--- src/rtl/consmax_mc.sv ---
// consmax_mc: per-lane split-index LUT product with right shift and saturation.
// Each lane splits its input into two table indices and multiplies one HI entry
// by one LO entry. The product is shifted right and clamped to the output width.
// The data path is a three-stage elastic pipeline with valid/ready handshakes.
module consmax_mc #(
    parameter int NCH       = 4,
    parameter int IDATA_BIT = 8,
    parameter int ODATA_BIT = 8,
    parameter int LUT_DATA  = 16,
    parameter int SHIFT_BIT = 5
) (
    input  logic                          clk,
    input  logic                          rst,
    input  logic [SHIFT_BIT-1:0]          cfg_shift,
    input  logic                          lut_wen,
    input  logic [IDATA_BIT/2:0]          lut_waddr,
    input  logic [LUT_DATA-1:0]           lut_wdata,
    input  logic                          in_valid,
    output logic                          in_ready,
    input  logic [NCH*IDATA_BIT-1:0]      idata,
    output logic                          out_valid,
    input  logic                          out_ready,
    output logic [NCH*ODATA_BIT-1:0]      odata,
    output logic [NCH-1:0]                sat_flag,
    output logic                          busy
);

    localparam int LUT_ADDR  = IDATA_BIT / 2;
    localparam int LUT_DEPTH = 1 << LUT_ADDR;
    localparam int PROD_BIT  = 2 * LUT_DATA;

    logic [LUT_DATA-1:0]  hi_lut [LUT_DEPTH];
    logic [LUT_DATA-1:0]  lo_lut [LUT_DEPTH];
    logic [LUT_DATA-1:0]  hi_rd  [NCH];
    logic [LUT_DATA-1:0]  lo_rd  [NCH];

    logic                 s1_valid;
    logic [LUT_DATA-1:0]  s1_hi  [NCH];
    logic [LUT_DATA-1:0]  s1_lo  [NCH];
    logic [SHIFT_BIT-1:0] s1_shift;

    logic                 s2_valid;
    logic [PROD_BIT-1:0]  s2_prod [NCH];
    logic [SHIFT_BIT-1:0] s2_shift;

    logic                 s3_valid;
    logic [PROD_BIT-1:0]  res [NCH];

    logic adv1, adv2, adv3;

    // Stage advance chain: a stage moves when empty or when its consumer moves
    always_comb begin
        adv3     = !s3_valid || out_ready;
        adv2     = !s2_valid || adv3;
        adv1     = !s1_valid || adv2;
        in_ready = adv1;
        busy     = s1_valid | s2_valid | s3_valid;
    end

    // Shared tables, one combinational read port per lane on each table
    always_comb begin
        for (int unsigned k = 0; k < NCH; k++) begin
            hi_rd[k] = hi_lut[idata[k*IDATA_BIT+LUT_ADDR +: LUT_ADDR]];
            lo_rd[k] = lo_lut[idata[k*IDATA_BIT +: LUT_ADDR]];
        end
    end

    // Table writes land at the edge; reset clears every entry and wins over a write
    always_ff @(posedge clk) begin
        if (rst) begin
            for (int unsigned i = 0; i < LUT_DEPTH; i++) begin
                hi_lut[i] <= '0;
                lo_lut[i] <= '0;
            end
        end else if (lut_wen) begin
            if (lut_waddr[LUT_ADDR])
                hi_lut[lut_waddr[LUT_ADDR-1:0]] <= lut_wdata;
            else
                lo_lut[lut_waddr[LUT_ADDR-1:0]] <= lut_wdata;
        end
    end

    // Shift with an explicit zero for amounts that clear the whole product
    always_comb begin
        for (int unsigned k = 0; k < NCH; k++) begin
            if (int'(s2_shift) >= PROD_BIT)
                res[k] = '0;
            else
                res[k] = s2_prod[k] >> s2_shift;
        end
    end

    // Three-stage pipeline: S1 LUT reads + shift, S2 product, S3 clamped output
    always_ff @(posedge clk) begin
        if (rst) begin
            s1_valid  <= 1'b0;
            s2_valid  <= 1'b0;
            s3_valid  <= 1'b0;
            odata     <= '0;
            sat_flag  <= '0;
        end else begin
            if (adv1) begin
                s1_valid <= in_valid;
                if (in_valid) begin
                    s1_shift <= cfg_shift;
                    for (int unsigned k = 0; k < NCH; k++) begin
                        s1_hi[k] <= hi_rd[k];
                        s1_lo[k] <= lo_rd[k];
                    end
                end
            end
            if (adv2) begin
                s2_valid <= s1_valid;
                if (s1_valid) begin
                    s2_shift <= s1_shift;
                    for (int unsigned k = 0; k < NCH; k++)
                        s2_prod[k] <= PROD_BIT'(s1_hi[k]) * PROD_BIT'(s1_lo[k]);
                end
            end
            if (adv3) begin
                s3_valid <= s2_valid;
                if (s2_valid) begin
                    for (int unsigned k = 0; k < NCH; k++) begin
                        if (res[k][PROD_BIT-1:ODATA_BIT] != '0) begin
                            odata[k*ODATA_BIT +: ODATA_BIT] <= '1;
                            sat_flag[k]                     <= 1'b1;
                        end else begin
                            odata[k*ODATA_BIT +: ODATA_BIT] <= res[k][ODATA_BIT-1:0];
                            sat_flag[k]                     <= 1'b0;
                        end
                    end
                end
            end
        end
    end

    assign out_valid = s3_valid;

endmodule
--- config.mk ---
export PLATFORM = sky130hd
export DESIGN_NAME = consmax_mc
export DESIGN_NICKNAME = d
export VERILOG_FILES = /design/src/rtl/consmax_mc.sv
export SDC_FILE = /design/constraint.sdc
export NUM_CORES = 2
export LEC_CHECK = 0
export CAP_MARGIN = 10
export CORE_ASPECT_RATIO = 1.5
export CORE_MARGIN = 3
export CORE_UTILIZATION = 50
export DETAILED_ROUTE_END_ITERATION = 8
export PLACE_DENSITY = 0.68
export SLEW_MARGIN = 10
export SYNTH_ARGS = -nofsm -noshare
export SYNTH_HDL_FRONTEND = slang
export SYNTH_SLANG_ARGS = --single-unit
--- constraint.sdc ---
create_clock -name clk -period 12.2 [get_ports clk]
set_input_delay 2.44 -clock clk [delete_from_list [all_inputs] [get_ports clk]]
set_output_delay 2.44 -clock clk [all_outputs]
set_load 0.01 [all_outputs]
==> impl_metrics.ini <==
[route]
drc_errors = 0
vias = 57400
drt_iter0_markers = 5815
drt_pass1_iterations = 6
viasPerCell = 6.17
antenna_left = 0
drt_wl_total_mm = 247
post_drt_wl_per_cell_um = 26.6

[cts]
post_cts_buffers = 0
clk_path_buf_depth = 3
cts_tree = built
insertion_delay_ns = 0.73
cts.htree.levels = 3
cts_root_buf = clkbuf_16
cts.sinks = 817
postCtsHoldBufs = 0
cts_resized = 0
cts_buffers = 85
cts.clk_slew.worst_paths_ns = 0.06

[worst_setup_path]
crit_type = reg2reg
crit_top_cell = fa_1
critPathLaunchType = flip-flop
crit_fanout = 16
ff2ff_setup_slack_ns = 5.30
slowest_stage = edfxtp_1
crit_required_ns = 12.75
endpoint_kind = flip-flop
critical-path-max-stage-delay_ns = 0.66
critPathArrivalTime_ns = 7.45
crit_chain = and2_1 > fa_1 > inv_1 > fa_1 > fa_1 > inv_1 > fa_1 > fa_1 > inv_1 > fa_1 > inv_1 > ha_1 > a21o_1 > a211o_1 > a2111oi_0 > o31ai_1 > nand4_1 > a211o_1 > or4b_2 > o211ai_1
r2r-start = s1_hi[2][13]
crit_start = s1_hi[2][13]

[final_layout]
nets = 8223
drive_gt1_frac = 0.149
design_area_mm2 = 0.0894
syn2layout_area_growth_pct = 6.58

[timing]
worst_pin_slew_ns = 1.35
fin_crit_ns = 6.90
clock_skew_ns = 0.0237
max_freq_mhz = 145
timing.setup.tns_ns = 0
fin_crit_sh = 0.566
slew_headroom = 0.0939
hold_viol = 0
drv_slew = 0
finalSetupViolations = 0
rsz0062_at_grt = false
hold_ws_ns = 0.449

[grt]
antenna_found_initial = 41
grt_pass1_wl_mm = 374
grtUsageTotal = 0.290
overflow = 0
grt_max_degree = 149
grt_pass1_vias = 60700

[logic_synthesis]
avgSynthCellArea_um2 = 11.7
syn_inst = 7155
ys_async_sr_fraction = 0
yosysTopAreaCellShare = 0.279
synthFlopType = edfxtp_1
synth_nets = 8410
synth-seq-area-share = 0.288
yosys_warnings = 0
yosysMostFrequentCell = and2_1
ys_types = 87
syn_area_mm2 = 0.0839
ys_ff_latch = 817
synth-edff-count = 778
synth_top_cell_by_area = edfxtp_1
yosys-top-cells-area = edfxtp_1 (28%), mux4_2 (19%), fa_1 (19%)
netlist_top_cells_count = and2_1 (988), inv_1 (925), edfxtp_1 (778), fa_1 (776), nand2_1 (731)

[floorplan]
core-area_mm2 = 0.166
fp-row-count = 183
die_w_um = 340
initial_core_util = 0.504
dieArea_mm2 = 0.173
die_h_um = 508
num_io_pins = 102

[placement]
dp_hpwl_mm = 172
gp_congestion = 0.898
io_buffer_count = 101
placed_cell_area_mm2 = 0.0863

[power]
powerDensity_mw_per_mm2 = 226
vdd_drop_max_mv = 0.281
p_leak_nw = 36.4

[min_path]
hold_path_class = reg2reg
hp-start = s1_shift[4]

[outcome]
status = finished clean

[run]
maxCapViolCount = 0
cells in the final DEF (no fill, tap or decap), types with 93 or more instances in the layout:
cell / n
a21oi_1: 172
and2_1: 988
buf_4: 93
edfxtp_1: 778
fa_1: 776
ha_1: 416
inv_1: 923
mux2i_1: 121
mux4_2: 692
nand2_1: 731
nor2_1: 245
o21ai_0: 112
path summary, 6_finish.rpt:
| path | cells after the start | to |
|---|---|---|
| worst max register to register | 20 | s2_prod[2][30] |
| worst min-delay path | 0 | s2_shift[4] |
| worst min register to register | 0 | s2_shift[4] |
| worst max-delay path | 20 | s2_prod[2][30] |
kinds of logic (layout without fill, tap and decap cells):
kind of cell,Yosys count,count (layout),synth area share
multiplexers,853,853,0.207
flip-flops,817,817,0.288
other,0,42,0
adder cells (fa/ha/maj),1192,1192,0.247
AO/OA/AOI/OAI,589,589,0.0459
buffers and inverters,1388,1272,0.0649
XOR/XNOR,109,109,0.0114
AND/OR/NAND/NOR,2207,2207,0.136
worst max-delay path: cells and delay by family (launching register included):
kind	cells	cell delay (ns)
compound gates	6	1.48
fa+ha+maj	7	3.33
buf+inv	4	0.21
flops	1	0.66
simple gates	3	1.05
sequential cells by signal (all words and copies together), names as in the netlist, 4 cells and up:
| register | count |
|---|---|
| odata | 32 |
| s2_prod | 128 |
| s2_shift | 5 |
| s1_shift | 5 |
| s1_lo | 64 |
| s1_hi | 64 |
| hi_lut | 256 |
| lo_lut | 256 |
| sat_flag | 4 |
area by class of cell:
type	count	area [um^2]
tap	2220	2780
antenna	42	105
timing repair buffer	187	1590
clock inverter	65	787
fill	14100	76900
multi-input combinational	4950	54300
sequential	817	24100
inverter	927	3480
clock buffer	93	2180
metrics by stage:
stage	std cells	total power, mW	util	setup slack, ns
after floorplan	7155	13.9	-	2.57
after global placement	9101	17.1	0.519	5.47
after detailed placement	9101	17.3	0.519	5.39
after CTS	9259	20.2	0.537	5.36
after global routing	9278	22.0	0.537	5.00
final	9301	20.2	0.538	5.30
power breakdown:
part	internal [mW]	switching, mW
Clock	1.57	1.23
Combinational	5.61	7.38
Sequential	4.00	0.407
Total	11.2	9.02
routing by layer:
| layer | GRT usage | share of wire | vias to the layer above |
|---|---|---|---|
| li1 | - | - | 24400 |
| met1 | 0.333 | 0.34 | 29000 |
| met2 | 0.479 | 0.48 | 3083 |
| met3 | 0.0673 | 0.093 | 802 |
| met4 | 0.203 | 0.082 | 20 |
| met5 | 0 | 0.00061 | - |
Power figures use the tool's default switching activity.
